===== src/rtl/id_ex_register_pkg.sv =====
// Shared definitions for the ID/EX pipeline register: control-bundle layout,
// bundle width and the hard-wired zero register specifier.
package id_ex_register_pkg;

    // Width of the opaque EX/MEM/WB control bundle carried through ID/EX.
    localparam int CTRL_W = 12;

    // Bit positions inside the control bundle (bits 9..11 are spare).
    localparam int CTRL_REGWRITE  = 0;
    localparam int CTRL_MEMWRITE  = 1;
    localparam int CTRL_MEMTOREG  = 2;
    localparam int CTRL_ALUSRC    = 3;
    localparam int CTRL_ALUOP_LSB = 4;
    localparam int CTRL_ALUOP_W   = 4;
    localparam int CTRL_REGDST    = 8;

    // $zero can never carry a real dependency.
    localparam logic [4:0] REG_ZERO = 5'd0;

    // True when the EX destination matches a source and is not $zero.
    function automatic logic reg_depends(input logic [4:0] ex_dst, input logic [4:0] id_src);
        return (ex_dst != REG_ZERO) && (ex_dst == id_src);
    endfunction

endpackage


===== src/rtl/id_ex_register_load_use_detect.sv =====
// Combinational load-use comparator: raises a hazard when a valid load in EX
// writes a register that the valid instruction in ID reads.
module id_ex_register_load_use_detect
    import id_ex_register_pkg::*;
(
    input  logic       ex_valid,
    input  logic       ex_mem_read,
    input  logic [4:0] ex_rt,
    input  logic       id_valid,
    input  logic [4:0] id_rs,
    input  logic [4:0] id_rt,
    input  logic       id_uses_rt,
    input  logic       stall,
    input  logic       flush,
    output logic       hazard
);

    logic load_in_ex;
    logic src_match;

    // Hazard request; suppressed while the register is frozen or squashing,
    // since neither of those edges would capture the dependent instruction.
    always_comb begin
        load_in_ex = ex_valid && ex_mem_read;
        src_match  = reg_depends(ex_rt, id_rs) ||
                     (id_uses_rt && reg_depends(ex_rt, id_rt));
        hazard     = load_in_ex && id_valid && src_match && !stall && !flush;
    end

endmodule


===== src/rtl/id_ex_register.sv =====
// ID/EX pipeline register of the five-stage MIPS datapath. Captures decode
// outputs for EX one cycle later, inserts a bubble on load-use hazards, obeys
// downstream stall and branch flush, and counts bubbles with saturation.
// EX_Valid qualifies the entry: when it is 0 the entry is a bubble and
// EX_MemRead / EX_Ctrl are guaranteed 0 so no side effect can escape.
module id_ex_register #(
    parameter int CTRL_W = id_ex_register_pkg::CTRL_W,
    parameter int CNT_W  = 16
) (
    input  logic              Clk,
    input  logic              Reset,
    input  logic              Stall,
    input  logic              Flush,
    input  logic              ID_Valid,
    input  logic [31:0]       ID_PCPlus4,
    input  logic [31:0]       ID_ReadData1,
    input  logic [31:0]       ID_ReadData2,
    input  logic [31:0]       ID_ImmExt,
    input  logic [4:0]        ID_Rs,
    input  logic [4:0]        ID_Rt,
    input  logic [4:0]        ID_Rd,
    input  logic              ID_UsesRt,
    input  logic              ID_MemRead,
    input  logic [CTRL_W-1:0] ID_Ctrl,
    output logic              EX_Valid,
    output logic [31:0]       EX_PCPlus4,
    output logic [31:0]       EX_ReadData1,
    output logic [31:0]       EX_ReadData2,
    output logic [31:0]       EX_ImmExt,
    output logic [4:0]        EX_Rs,
    output logic [4:0]        EX_Rt,
    output logic [4:0]        EX_Rd,
    output logic              EX_MemRead,
    output logic [CTRL_W-1:0] EX_Ctrl,
    output logic              HazardStall,
    output logic [CNT_W-1:0]  BubbleCount
);

    logic              valid_q, valid_d;
    logic [31:0]       pc_plus4_q, pc_plus4_d;
    logic [31:0]       read_data1_q, read_data1_d;
    logic [31:0]       read_data2_q, read_data2_d;
    logic [31:0]       imm_ext_q, imm_ext_d;
    logic [4:0]        rs_q, rs_d;
    logic [4:0]        rt_q, rt_d;
    logic [4:0]        rd_q, rd_d;
    logic              mem_read_q, mem_read_d;
    logic [CTRL_W-1:0] ctrl_q, ctrl_d;
    logic [CNT_W-1:0]  bubble_count_q, bubble_count_d;

    logic hazard;
    logic bubble;

    id_ex_register_load_use_detect u_load_use_detect (
        .ex_valid    (valid_q),
        .ex_mem_read (mem_read_q),
        .ex_rt       (rt_q),
        .id_valid    (ID_Valid),
        .id_rs       (ID_Rs),
        .id_rt       (ID_Rt),
        .id_uses_rt  (ID_UsesRt),
        .stall       (Stall),
        .flush       (Flush),
        .hazard      (hazard)
    );

    // Next-state selection: stall holds, flush or hazard bubbles, else load.
    always_comb begin
        valid_d        = valid_q;
        pc_plus4_d     = pc_plus4_q;
        read_data1_d   = read_data1_q;
        read_data2_d   = read_data2_q;
        imm_ext_d      = imm_ext_q;
        rs_d           = rs_q;
        rt_d           = rt_q;
        rd_d           = rd_q;
        mem_read_d     = mem_read_q;
        ctrl_d         = ctrl_q;
        bubble_count_d = bubble_count_q;
        // Hazard is already masked by Flush, so a coincident flush and
        // hazard form a single bubble and a single count.
        bubble         = Flush || hazard;

        if (!Stall) begin
            // Data fields load on every non-stalled edge; in a bubble they
            // are don't-care because the entry is marked invalid.
            pc_plus4_d   = ID_PCPlus4;
            read_data1_d = ID_ReadData1;
            read_data2_d = ID_ReadData2;
            imm_ext_d    = ID_ImmExt;
            rs_d         = ID_Rs;
            rt_d         = ID_Rt;
            rd_d         = ID_Rd;

            if (bubble) begin
                valid_d    = 1'b0;
                mem_read_d = 1'b0;
                ctrl_d     = '0;
                if (bubble_count_q != {CNT_W{1'b1}}) begin
                    bubble_count_d = bubble_count_q + CNT_W'(1);
                end
            end else begin
                valid_d    = ID_Valid;
                mem_read_d = ID_Valid && ID_MemRead;
                ctrl_d     = ID_Valid ? ID_Ctrl : '0;
            end
        end
    end

    // Pipeline state with asynchronous clear.
    always_ff @(posedge Clk or posedge Reset) begin
        if (Reset) begin
            valid_q        <= 1'b0;
            pc_plus4_q     <= '0;
            read_data1_q   <= '0;
            read_data2_q   <= '0;
            imm_ext_q      <= '0;
            rs_q           <= '0;
            rt_q           <= '0;
            rd_q           <= '0;
            mem_read_q     <= 1'b0;
            ctrl_q         <= '0;
            bubble_count_q <= '0;
        end else begin
            valid_q        <= valid_d;
            pc_plus4_q     <= pc_plus4_d;
            read_data1_q   <= read_data1_d;
            read_data2_q   <= read_data2_d;
            imm_ext_q      <= imm_ext_d;
            rs_q           <= rs_d;
            rt_q           <= rt_d;
            rd_q           <= rd_d;
            mem_read_q     <= mem_read_d;
            ctrl_q         <= ctrl_d;
            bubble_count_q <= bubble_count_d;
        end
    end

    // Output drive.
    always_comb begin
        EX_Valid     = valid_q;
        EX_PCPlus4   = pc_plus4_q;
        EX_ReadData1 = read_data1_q;
        EX_ReadData2 = read_data2_q;
        EX_ImmExt    = imm_ext_q;
        EX_Rs        = rs_q;
        EX_Rt        = rt_q;
        EX_Rd        = rd_q;
        EX_MemRead   = mem_read_q;
        EX_Ctrl      = ctrl_q;
        HazardStall  = hazard;
        BubbleCount  = bubble_count_q;
    end

endmodule


===== config.mk =====
export PLATFORM = sky130hd
export DESIGN_NAME = id_ex_register
export DESIGN_NICKNAME = d
export VERILOG_FILES = /design/src/rtl/id_ex_register_pkg.sv /design/src/rtl/id_ex_register_load_use_detect.sv /design/src/rtl/id_ex_register.sv
export SDC_FILE = /design/constraint.sdc
export NUM_CORES = 1
export LEC_CHECK = 0
export CAP_MARGIN = 10
export CORE_MARGIN = 1
export CORE_UTILIZATION = 41
export DETAILED_ROUTE_END_ITERATION = 10
export HOLD_SLACK_MARGIN = 0.05
export PLACE_DENSITY = 0.81
export SLEW_MARGIN = 15
export SYNTH_ARGS = -nofsm -noshare
export SYNTH_HDL_FRONTEND = slang
export SYNTH_SLANG_ARGS = --single-unit

===== constraint.sdc =====
create_clock -name Clk -period 8.3 [get_ports Clk]
set_clock_uncertainty 0.1 [all_clocks]
set_input_delay 2.075 -clock Clk [delete_from_list [all_inputs] [get_ports Clk]]
set_output_delay 2.075 -clock Clk [all_outputs]
set_load 0.02 [all_outputs]

==> flow_summary.json, run 1 <==
{
  "synth.top_cell.area_share": 0.6365,
  "cp-start-kind": "input port",
  "grt_pass1_wl_um": 26910,
  "viasPerCell": 4.905,
  "drc": 0,
  "dieArea_um2": 17110,
  "fp.dieW_um": 130.8,
  "globalplace.congestion": 0.7540,
  "numClockSinks": 173,
  "ir_drop_mv": 0.1283,
  "timing.hold.worst.class": "flip-flop to flip-flop",
  "synth-edff-count": 0,
  "core.rowCount": 46,
  "critPathArrivalTime_ns": 3.89,
  "status": "completed",
  "fmax_ghz": 0.1649,
  "cts_setup_buffers": 0,
  "grt_setup_unrepaired": "no",
  "cp.required_ns": 6.12,
  "grt_util_all_layers": 0.2119,
  "num-fill-cells": 1129,
  "crit_family": "buffers and inverters",
  "drv_cap": 0,
  "cts_resized": 0,
  "clk_latency_ns": 0.43,
  "synth_simple_gate_area_frac": 0.04397,
  "antenna_found_initial": 0,
  "clk_path_buf_depth": 2,
  "synth-seq-area-share": 0.6365,
  "tightest_slew_ns": 0.9737,
  "wire_per_inst_um": 18.39,
  "yosysTopAreaCell": "dfrtp_1",
  "cpPeakStageDelay_ns": 0.61,
  "cts_tree": "yes",
  "grt_max_degree": 111,
  "initial_core_util": 0.4236,
  "drt_iter0_drc": 191,
  "setup_viol": 0,
  "overflow": 0,
  "synth_top_family_by_area": "multiplexers",
  "yosys_register_bits": 173,
  "cts_buffers": 17,
  "period_needed_ns": 6.063,
  "io_buffers": 335,
  "path_class": "input port to output pin",
  "synth_nets": 596,
  "nets": 929,
  "crit_path_end_kind": "output pin",
  "hpwl_um": 13670,
  "clk_pin_slew_worst_paths_ns": 0.06,
  "fin_total_pwr_mw": 2.352,
  "synth.top_cells.by_area": "dfrtp_1 64%, mux2_2 24%, xnor2_1 1.9%",
  "mostFrequentLayoutCells": "334 x clkdlybuf4s50_1, 173 x dfrtp_1, 145 x mux2_2, 17 x clkbuf_16, 15 x xnor2_1",
  "syn_to_final_growth_pct": 60.47,
  "synth_cells": 433,
  "cp_slowest_cell": "clkdlybuf4s50_1",
  "powerDensity_nw_per_um2": 215.5,
  "yosys.area_share.adder": 0.001840,
  "vias": 4880,
  "path_buf_inv": 2,
  "die_y_um": 130.8,
  "final_common_cell": "clkdlybuf4s50_1",
  "finalWorstSetupSlack_ns": 2.237,
  "syn_avg_cell_area_um2": 15.71,
  "fin_setup_tns_ns": 0,
  "muxShareOfSynthArea": 0.2417,
  "drt_wl_total_um": 18300,
  "power.leakage_nw": 4.473,
  "maxSlewViolCount": 0,
  "clockRootBuffer": "clkbuf_16",
  "cp_common_cell": "clkdlybuf4s50_1",
  "yosys_warnings": 0,
  "drt-pass1-iter-count": 4,
  "crit_path_cell_trace": "clkdlybuf4s50_1 -> xnor2_1 -> nand4_1 -> o22ai_2 -> nand2_1 -> nor2_1 -> clkdlybuf4s50_1",
  "pin_count": 336,
  "coreArea_um2": 16060,
  "fin_crit_sh": 0.7305,
  "place_ws_ns": 2.252,
  "drtAntennaViolNets": 0,
  "crit_path_max_fanout": 2,
  "multi_input_area_um2": 2340,
  "finalHoldViolCount": 0,
  "ys.flop_type": "dfrtp_1",
  "synth-compound-area-share": 0.02686,
  "antenna_cells": 0,
  "cts_htree_levels": 4,
  "holdBufCountCts": 0,
  "slew_headroom": 0.3508,
  "grt_pass1_vias": 5209,
  "register_area_um2": 4329,
  "netlist_area_um2": 6802,
  "drive_gt1_frac": 0.2426,
  "synthArstFlopShare": 1.000,
  "yosysUniqueCellTypes": 35,
  "synthXorXnorAreaFrac": 0.02962
}
[cells in the mapped netlist, drive strengths merged, types with 4 or more instances]
library cell	number
a22o	13
buf	19
clkbuf	4
dfrtp	173
mux2	146
nand2	10
nand3	5
nand4	4
nor2	4
nor3	4
nor4	6
xnor2	15
xor2	8
[flip-flops by register name, indices dropped and copies added (netlist names)]
name / count
EX_ImmExt: 32
EX_PCPlus4: 32
EX_ReadData1: 32
EX_ReadData2: 32
BubbleCount: 16
EX_Ctrl: 12
EX_Rd: 5
EX_Rs: 5
EX_Rt: 5
EX_MemRead: 1
EX_Valid: 1
[where the power goes]
part	internal (mW)	switching (mW)
registers	0.933	0.0648
logic	0.301	0.244
clock network	0.476	0.333
total	1.71	0.642
[cells by family (layout without fill, tap and decap cells)]
group / Yosys count / count (layout)
DFF: 173 / 173
adders and majority gates: 1 / 1
and+or+nand+nor: 46 / 46
buffers and inverters: 24 / 370
AOI/OAI and AO/OA: 20 / 20
xor gates and xnor gates: 23 / 23
muxes: 146 / 146
[metrics by stage]
| step | cell area (um2) | cells | hold WS (ns) | util |
|---|---|---|---|---|
| floorplan | 6802 | 433 | 0.4955 | - |
| global placement | 10320 | 963 | 0.3831 | 0.6425 |
| detailed placement | 10320 | 963 | 0.3924 | 0.6425 |
| CTS | 10910 | 995 | 0.4070 | 0.6797 |
| global route | 10910 | 995 | 0.4179 | 0.6797 |
| finish | 10910 | 995 | 0.4048 | 0.6797 |
[per-layer routing]
metal | global-route usage | part of all wire | up-vias
met5 | 0 | 0 | -
met4 | 0.08384 | 0.022 | 0
met3 | 0.09691 | 0.10 | 28
met2 | 0.3800 | 0.53 | 232
met1 | 0.2128 | 0.35 | 2413
li1 | - | - | 2207
[worst paths after layout]
| kind | to | startpoint | slack [ns] | depth (start not counted) |
|---|---|---|---|---|
| worst min register to register | EX_ImmExt[9] | EX_ImmExt[9] | 0.40 | 1 |
| worst max register to register | EX_Ctrl[11] | EX_Rt[1] | 6.00 | 6 |
| min in group asynchronous | EX_ImmExt[21] | Reset | 2.11 | 2 |
| worst min-delay path | EX_ImmExt[9] | EX_ImmExt[9] | 0.40 | 1 |
| worst max-delay path | HazardStall | ID_Rt[3] | 2.24 | 7 |
| max in group asynchronous | BubbleCount[4] | Reset | 4.45 | 3 |
[cell type report]
class | count | area share
repair buffers | 337 | 0.3087
clock buffers | 19 | 0.03967
flip-flops and latches | 173 | 0.3967
multi-input cells | 236 | 0.2144
inverters | 1 | 0.0008025
clock inverters | 13 | 0.01502
well taps | 216 | 0.02476
Note: power is estimated with default switching activity, not from simulation.
==> run 2, diff against run 1 <==
--- a/config.mk
+++ b/config.mk
@@ -7,10 +7,10 @@
 export LEC_CHECK = 0
 export CAP_MARGIN = 10
 export CORE_MARGIN = 1
-export CORE_UTILIZATION = 41
+export CORE_UTILIZATION = 37
 export DETAILED_ROUTE_END_ITERATION = 10
 export HOLD_SLACK_MARGIN = 0.05
-export PLACE_DENSITY = 0.81
+export PLACE_DENSITY = 0.78
 export SLEW_MARGIN = 15
 export SYNTH_ARGS = -nofsm -noshare
 export SYNTH_HDL_FRONTEND = slang
==> constraint.sdc (replaced) <==
create_clock -name Clk -period 5.33 [get_ports Clk]
set_clock_uncertainty 0.1 [all_clocks]
set_input_delay 1.3325 -clock Clk [delete_from_list [all_inputs] [get_ports Clk]]
set_output_delay 1.3325 -clock Clk [all_outputs]
set_load 0.02 [all_outputs]
==> run 2 against run 1 <==
Utilization fell by 7.0 points. Sequential power rose by 56%. Power rose by 54%. Flip-flop and latch count did not move. Highest routed layer unchanged.
==> flow_summary.json, run 2 (synthesized netlist as in run 1, its figures left out) <==
{
  "drtAntennaViolNets": 0,
  "cts_setup_buffers": 0,
  "cp_common_cell": "clkdlybuf4s50_1",
  "grt_util_all_layers": 0.1911,
  "core.rowCount": 49,
  "viasPerCell": 4.776,
  "mostFrequentLayoutCells": "334 x clkdlybuf4s50_1, 173 x dfrtp_1, 145 x mux2_2, 17 x clkbuf_16, 15 x xnor2_1",
  "grt_pass1_wl_um": 27210,
  "globalplace.congestion": 0.7742,
  "clk_latency_ns": 0.41,
  "grt_pass1_vias": 5164,
  "crit_family": "buffers and inverters",
  "grt_setup_unrepaired": "no",
  "ir_drop_mv": 0.2023,
  "fin_setup_tns_ns": 0,
  "setup_viol": 0,
  "antenna_found_initial": 1,
  "syn_to_final_growth_pct": 60.96,
  "timing.hold.worst.class": "flip-flop to flip-flop",
  "initial_core_util": 0.3786,
  "crit_path_end_kind": "output pin",
  "routed.top_layer": "met4",
  "path_class": "input port to output pin",
  "drt_iter0_drc": 135,
  "hpwl_um": 13730,
  "drc": 0,
  "powerDensity_nw_per_um2": 330.8,
  "route.met2.wl_um": 9592,
  "cts_buffers": 17,
  "met1Wirelength_um": 6783,
  "cpPeakStageDelay_ns": 0.61,
  "status": "completed",
  "drt_wl_total_um": 18330,
  "power.leakage_nw": 4.471,
  "period_needed_ns": 4.781,
  "finalHoldViolCount": 0,
  "met3_length_um": 1620,
  "cp_slowest_cell": "clkdlybuf4s50_1",
  "overflow": 0,
  "die_y_um": 137.6,
  "crit_path_cell_trace": "clkdlybuf4s50_1 -> xnor2_1 -> nand3_1 -> o22ai_2 -> nand2_1 -> nor2_1 -> clkdlybuf4s50_1",
  "drive_gt1_frac": 0.2433,
  "maxSlewViolCount": 0,
  "crit_path_max_fanout": 2,
  "dieArea_um2": 18930,
  "cts_resized": 0,
  "path_buf_inv": 2,
  "fp.dieW_um": 137.6,
  "final_common_cell": "clkdlybuf4s50_1",
  "grt_max_degree": 108,
  "slew_headroom": 0.4079,
  "coreArea_um2": 17960,
  "fin_total_pwr_mw": 3.621,
  "tightest_slew_ns": 0.8881,
  "vias": 4829,
  "wire_per_inst_um": 18.13,
  "io_buffers": 335,
  "holdBufCountCts": 0,
  "clk_pin_slew_worst_paths_ns": 0.06,
  "cp-start-kind": "input port",
  "cts_htree_levels": 4,
  "cts_tree": "yes",
  "clockRootBuffer": "clkbuf_16",
  "pin_count": 336,
  "critPathArrivalTime_ns": 3.35,
  "numClockSinks": 173,
  "cp.required_ns": 3.90,
  "nets": 931,
  "drt-pass1-iter-count": 4,
  "drv_cap": 0,
  "clk_path_buf_depth": 2,
  "fin_crit_sh": 0.8970,
  "fmax_ghz": 0.2092
}
[run 2: changes by cell type in the layout (fill, tap and decap cells not counted)]
cell        change
clkinv_4        -1
bufinv_16       -1
diode_2         +1
clkbuf_1        +1
clkinv_2        -1
buf_12          +2
clkinvlp_4      +2
[run 2: path summary, 6_finish.rpt]
kind                                 start               end  slack (ns)  depth (start not counted)
max reg2reg                       EX_Rt[4]        EX_Ctrl[6]        2.96                          6
min in group asynchronous            Reset       EX_Ctrl[11]        1.33                          3
max in group asynchronous            Reset  EX_ReadData2[27]        3.28                          3
min reg2reg                BubbleCount[11]   BubbleCount[11]        0.40                          1
min                        BubbleCount[11]   BubbleCount[11]        0.40                          1
max                               ID_Rs[1]       HazardStall        0.55                          7
[run 2: power by group]
part           internal (mW)  total, mW  switching, mW
clock network          0.696       1.22          0.519
logic                  0.472      0.848          0.376
registers               1.45       1.56          0.104
[run 2: area by class of cell]
class / count / area, um2
Multi-Input combinational cell: 236 / 2340
Inverter: 1 / 7.507
Clock inverter: 12 / 136.4
Antenna cell: 1 / 2.502
Tap cell: 229 / 286.5
Sequential cell: 173 / 4329
Clock buffer: 20 / 436.7
Fill cell: 1401 / 7015
Timing Repair Buffer: 339 / 3410
[run 2: worst reg2reg max path, delay by kind of cell (launching register included)]
family | cells | cell delay, ns
AO/OA/AOI/OAI | 3 | 0.84
XOR/XNOR | 1 | 0.18
flip-flops | 1 | 0.48
AND/OR/NAND/NOR | 2 | 0.72
[run 2: metal layers]
metal	vias up	track usage
met5	-	0
met4	0	0.07204
met3	24	0.07726
met2	204	0.3322
met1	2400	0.2072
li1	2201	-
[run 2: per-stage QoR]
| step | hold WS, ns | utilization | worst slack (ns) | cells | area, um2 |
|---|---|---|---|---|---|
| 2_1_floorplan | 0.4955 | - | 1.687 | 433 | 6805 |
| 3_3_place_gp | 0.3863 | 0.5774 | 0.5450 | 978 | 10370 |
| 3_5_place_dp | 0.3915 | 0.5774 | 0.5366 | 978 | 10370 |
| 4_1_cts | 0.4016 | 0.6093 | 0.5321 | 1010 | 10950 |
| 5_1_grt | 0.4093 | 0.6093 | 0.4360 | 1010 | 10950 |
| 6_report | 0.3974 | 0.6095 | 0.5489 | 1011 | 10950 |
==> RTL edit 1, RTL diff (settings of run 1) <==
Register the output `BubbleCount`, with the module's reset; this adds one clock of latency there. The other outputs are not delayed to match.
--- a/src/rtl/id_ex_register.sv
+++ b/src/rtl/id_ex_register.sv
@@ -35,6 +35,8 @@
     output logic              HazardStall,
     output logic [CNT_W-1:0]  BubbleCount
 );
+
+    logic [CNT_W-1:0] BubbleCount_d;
 
     logic              valid_q, valid_d;
     logic [31:0]       pc_plus4_q, pc_plus4_d;
@@ -149,7 +151,15 @@
         EX_MemRead   = mem_read_q;
         EX_Ctrl      = ctrl_q;
         HazardStall  = hazard;
-        BubbleCount  = bubble_count_q;
+        BubbleCount_d = bubble_count_q;
+    end
+
+    always_ff @(posedge Clk or posedge Reset) begin
+        if (Reset) begin
+            BubbleCount <= '0;
+        end else begin
+            BubbleCount <= BubbleCount_d;
+        end
     end
 
 endmodule
Function: changed (a bounded check fails within 4 cycles, from zero or initial values and one cycle with Reset high).
==> RTL edit 1 against run 1 <==
  * Routed wire length grew 1.3%
  * Synthesized area grew 6.7%
  * Sequential cell count grew 16
  * Count of clock-buffer cells in the layout shrank 2
  * Largest power group unchanged
  * Worst setup slack lost 0.046 ns
  * Final area grew 4.2%
  * Total power grew 3.0%
==> RTL edit 1: results (changes against run 1) <==
| Metric | Value |
|---|---|
| VDD IR max | 0.0001428 V (+11%) |
| Layout Nets | 950 (+2.3%) |
| Post_cts resized | 0 (unchanged) |
| Share of cells above drive strength 1 | 24.97% (+0.71 points) |
| Setup repair bufs after CTS | 0 (unchanged) |
| R2R Setup Slk | 6.19 ns (+0.19 ns) |
| Hold WC Path Type | reg2reg |
| Htree depth | 4 (unchanged) |
| Launch point of the worst reg-to-reg path | BubbleCount_d[0] |
| GRT Total Usage | 20.62% (-0.57 points) |
| Worst R2R End | BubbleCount_d[11] |
| Status | finished clean |
| Num CTS Buffers | 17 (unchanged) |
| Vias in the first global route | 5352 (+2.7%) |
| Crit path to | HazardStall |
| Least-Margin Pin Slew | 0.9551 ns (-0.01865 ns) |
| Dpl cells | 992 (+3.0%) |
| Register area share after synthesis | 65.16% (+1.5 points) |
| Via/cell ratio | 4.839 (-1.3%) |
| First-pass DRT Iterations | 6 (+2) |
| Post-synth top flop | dfrtp_1 |
| Antenna violations before repair | 0 (unchanged) |
| Port Buffers | 335 (unchanged) |
| First-pass GRT wire length | 28120 um (+4.5%) |
| Clock tree buffer depth | 2 (unchanged) |
| Avg WL per Cell | 18.13 um (-1.4%) |
| CP max-delay cell | clkdlybuf4s50_1 |
| Synth warnings | 0 (unchanged) |
| Worst-Skew Late Latency | 0.42 ns |
| Clk slew on worst S/H paths | 0.07 ns |
| Critical Path AT | 3.93 ns (+0.04 ns) |
| Post-Syn Nets | 614 (+3.0%) |
| Netlist cell types | 36 (+2.9%) |
| Initial DRC count | 139 (-27%) |
| CP Max Fanout | 2 (unchanged) |
| Hpwl dp | 13770 um (+0.75%) |
| Crit. Startpoint | ID_Rs[1] |
| Top cells by count, synth | 189 x dfrtp_1, 144 x mux2_2, 13 x a22o_1, 13 x buf_2 |
| Leak | 0.004703 uW (+5.1%) |
| Root Buffer | clkbuf_16 |
| Fillers | 1242 (+10%) |
| Syn Inst Count | 451 (+4.2%) |
| Synth async-reset ratio | 100.0% (unchanged) |
| Final WL | 18530 um (+1.3%) |
| R2R cell count | 6 (unchanged) |
| Gpl congestion | 0.8271 (+9.7%) |
| N_diodes | 0 (unchanged) |
| Largest net degree at the start of global routing | 109 (-1.8%) |
| Max incr delay on CP | 0.61 ns (about the same) |
| Top cells by area, synth | dfrtp_1 65%, mux2_2 22%, a22o_1 1.6% |
[RTL edit 1: cell count changes in the layout (fill, tap and decap cells not counted), moves of 3 or more]
cell	run 1	this run
nor4_2	3	6
dfrtp_1	173	189
xor2_1	8	12
xnor2_1	15	12
[RTL edit 1: worst max-delay path: cells and delay by family]
family,cells,cell delay (ns)
compound gates,1,0.25
xor+xnor,1,0.13
buf+inv,2,1.13
simple gates,3,0.35
[RTL edit 1: routing by layer]
layer | global-route usage (%) | share of wire, % | wire length (um) | vias to the layer above
li1 | - | - | - | 2267
met1 | 22.07 | 37 | 6840 | 2436
met2 | 37.03 | 52 | 9671 | 209
met3 | 6.794 | 8.1 | 1493 | 33
met4 | 8.864 | 2.8 | 520 | 0
met5 | 0 | 0 | 0 | -
[RTL edit 1: per-stage QoR]
step | worst slack (ns) | hold WS, ns | total power, uW | util (%) | cell area [um2]
finish | 2.191 | 0.3149 | 2424 | 65.75 | 11370
floorplan | 0.9829 | 0.2735 | 1367 | - | 7258
global route | 2.038 | 0.3274 | 2526 | 65.75 | 11370
CTS | 2.151 | 0.3190 | 2451 | 65.59 | 11340
detailed placement | 2.164 | 0.2985 | 1684 | 62.48 | 10810
global placement | 2.152 | 0.2909 | 1667 | 62.48 | 10810
[RTL edit 1: logic make-up (layout without fill, tap and decap cells)]
logic type | Yosys count | in the layout | synth area share (%)
compound gates | 18 | 18 | 2.482
simple gates | 50 | 50 | 5.068
fa+ha+maj | 1 | 1 | 0.1724
buf+inv | 24 | 370 | 1.672
mux | 145 | 145 | 22.55
flops | 189 | 189 | 65.16
xor+xnor | 24 | 24 | 2.896
[RTL edit 1: final cells by class]
| cell class | instances | area [um2] | area share (%) |
|---|---|---|---|
| inverter | 3 | 18.77 | 0.1650 |
| multi-input combinational | 238 | 2407 | 21.17 |
| sequential | 189 | 4730 | 41.59 |
| tap | 225 | 281.5 | 2.476 |
| timing repair buffer | 338 | 3397 | 29.87 |
| clock buffer | 17 | 425.4 | 3.741 |
| clock inverter | 12 | 112.6 | 0.9902 |
[RTL edit 1: worst min path at each step]
stage / cells past startpoint / slack (ns) / endpoint / startpoint
after global routing: 0 / 0.33 / BubbleCount[9] / BubbleCount_d[9]
after global placement: 0 / 0.29 / BubbleCount[9] / BubbleCount_d[9]
after floorplan: 0 / 0.27 / BubbleCount[9] / BubbleCount_d[9]
final: 0 / 0.31 / BubbleCount[9] / BubbleCount_d[9]
after CTS: 0 / 0.32 / BubbleCount[9] / BubbleCount_d[9]
after detailed placement: 0 / 0.30 / BubbleCount[9] / BubbleCount_d[9]
[RTL edit 1: report_power, final]
part | switching [uW] | leakage, uW | internal, uW
clock network | 349 | 0.000262 | 412
registers | 72.9 | 0.00226 | 1030
logic | 254 | 0.00218 | 308
==> RTL edit 2, RTL diff (config.mk and constraints of run 1) <==
Without the edit above. `CNT_W`: 16 -> 32.
--- a/src/rtl/id_ex_register.sv
+++ b/src/rtl/id_ex_register.sv
@@ -5,7 +5,7 @@
 // EX_MemRead / EX_Ctrl are guaranteed 0 so no side effect can escape.
 module id_ex_register #(
     parameter int CTRL_W = id_ex_register_pkg::CTRL_W,
-    parameter int CNT_W  = 16
+    parameter int CNT_W  = 32
 ) (
     input  logic              Clk,
     input  logic              Reset,
Interface: changed (resized BubbleCount); port bits go from 336 to 352. The function was not compared with the original's and may differ.
==> RTL edit 2 against run 1 <==
  * Combinational power fell by 4.8%
  * Total power up 3.6%
  * Critical path type unchanged
  * Synthesized cell count is 17% higher
  * Worst setup slack better by 0.0056 ns
  * Routed wire length up 13%
  * Final area up 9.0%
  * Sequential cell count grew 16
  * Largest power group unchanged
  * Hold slack got worse by 0.0018 ns
  * Synthesized area grew 11%
  * Via count is 12% higher
==> RTL edit 2: results (changes against run 1) <==
| Metric | Value |
|---|---|
| Status | finished clean |
| Post-Route M1 WL | 7897 um (+25%) |
| WL met3 | 1601 um (-14%) |
| Initial DRC count | 224 (+17%) |
| GRT Total Usage | 21.98% (+0.80 points) |
| Share of cells above drive strength 1 | 22.30% (-2.0 points) |
| VDD IR max | 0.0001401 V (+9.2%) |
| Register area share after synthesis | 62.63% (-1.0 points) |
| Gpl congestion | 0.8158 (+8.2%) |
| Max Used Layer | met4 |
| Final WL | 20750 um (+13%) |
| Layout Nets | 1020 (+9.8%) |
| Hold Crit Depth | 1 (unchanged) |
| Crit. Startpoint | ID_Rs[1] |
| Mean Syn Cell Area | 14.86 um2 (-5.4%) |
| CP top delay family | buffers and inverters |
| Met2 WL post-DR | 10650 um (+9.9%) |
| CP Max Fanout | 2 (unchanged) |
| Hpwl dp | 15320 um (+12%) |
| HP Start | BubbleCount[26] |
| Top cells by area, synth | dfrtp_1 63%, mux2_2 22%, xnor2_1 3.1% |
| Via/cell ratio | 4.960 (+1.1%) |
| Top cells by count, synth | 189 x dfrtp_1, 145 x mux2_2, 27 x xnor2_1 |
| M2 GR Usage | 36.43% (-1.6 points) |
| Port Buffers | 351 (+4.8%) |
| Via count | 5451 (+12%) |
| Post-Syn Nets | 671 (+13%) |
| R2R Setup Slk | 6.03 ns (+0.03 ns) |
| Netlist cell types | 37 (+5.7%) |
| Met3 layer usage reported by global route | 8.499% (-1.2 points) |
| Leak | 0.004919 uW (+10%) |
| Largest net degree at the start of global routing | 144 (+30%) |
| Fillers | 1338 (+19%) |
| Post-synth top flop | dfrtp_1 |
| Dpl cells | 1067 (+11%) |
| Worst hold endpoint | BubbleCount[26] |
| ANT nets after route | 0 (unchanged) |
| Worst R2R End | BubbleCount[15] |
| Critical Path AT | 3.88 ns (about the same) |
| Grt met1 use | 25.13% (+3.9 points) |
| First-pass GRT wire length | 30490 um (+13%) |
| Least-Margin Pin Slew | 0.9878 ns (+0.01407 ns) |
| Launch point of the worst reg-to-reg path | BubbleCount[0] |
RTL edit 2: cell count changes after synthesis, sizes merged, moves of 2 or more:
cell and change:
xor2 +4, nor3 +10, nand4 +11, nor2 +3
buf -12, o21ai -2, inv +4, and3 +3
dfrtp +16, xnor2 +12, nand2 +4, clkbuf +12
nand3 +10
RTL edit 2: final cells by class:
cell class	instances	area [um2]	area share, %
Sequential cell	189	4730	39.76
Timing Repair Buffer	353	3530	29.68
Multi-Input combinational cell	291	2708	22.76
Clock buffer	18	439.2	3.692
Tap cell	229	286.5	2.409
Clock inverter	14	175.2	1.473
Inverter	5	26.28	0.2209
RTL edit 2: kinds of logic (layout without fill, tap and decap cells):
| family | Yosys count | after routing | synth area share [%] |
|---|---|---|---|
| AO/OA/AOI/OAI | 19 | 19 | 2.088 |
| adder cells (fa/ha/maj) | 1 | 1 | 0.1657 |
| buffers and inverters | 28 | 390 | 1.508 |
| XOR/XNOR | 39 | 39 | 4.524 |
| AND/OR/NAND/NOR | 87 | 87 | 7.457 |
| multiplexers | 145 | 145 | 21.62 |
| flip-flops | 189 | 189 | 62.63 |
RTL edit 2: stage by stage:
stage | hold WS, ns | setup WS [ns] | instance area, um2 | util (%) | total power, uW
after global placement | 0.3864 | 2.296 | 11280 | 62.58 | 1594
final | 0.4030 | 2.243 | 11890 | 65.99 | 2437
after CTS | 0.4093 | 2.267 | 11890 | 65.99 | 2461
after detailed placement | 0.3917 | 2.276 | 11280 | 62.58 | 1603
after global routing | 0.4136 | 2.196 | 11890 | 65.99 | 2536
after floorplan | 0.4993 | 0.9829 | 7551 | - | 1307
RTL edit 2: power breakdown:
group	switching, uW	internal (uW)	total [uW]
Combinational	234	285	519
Clock	388	466	854
Sequential	59.9	1000	1060
Total	682	1760	2440
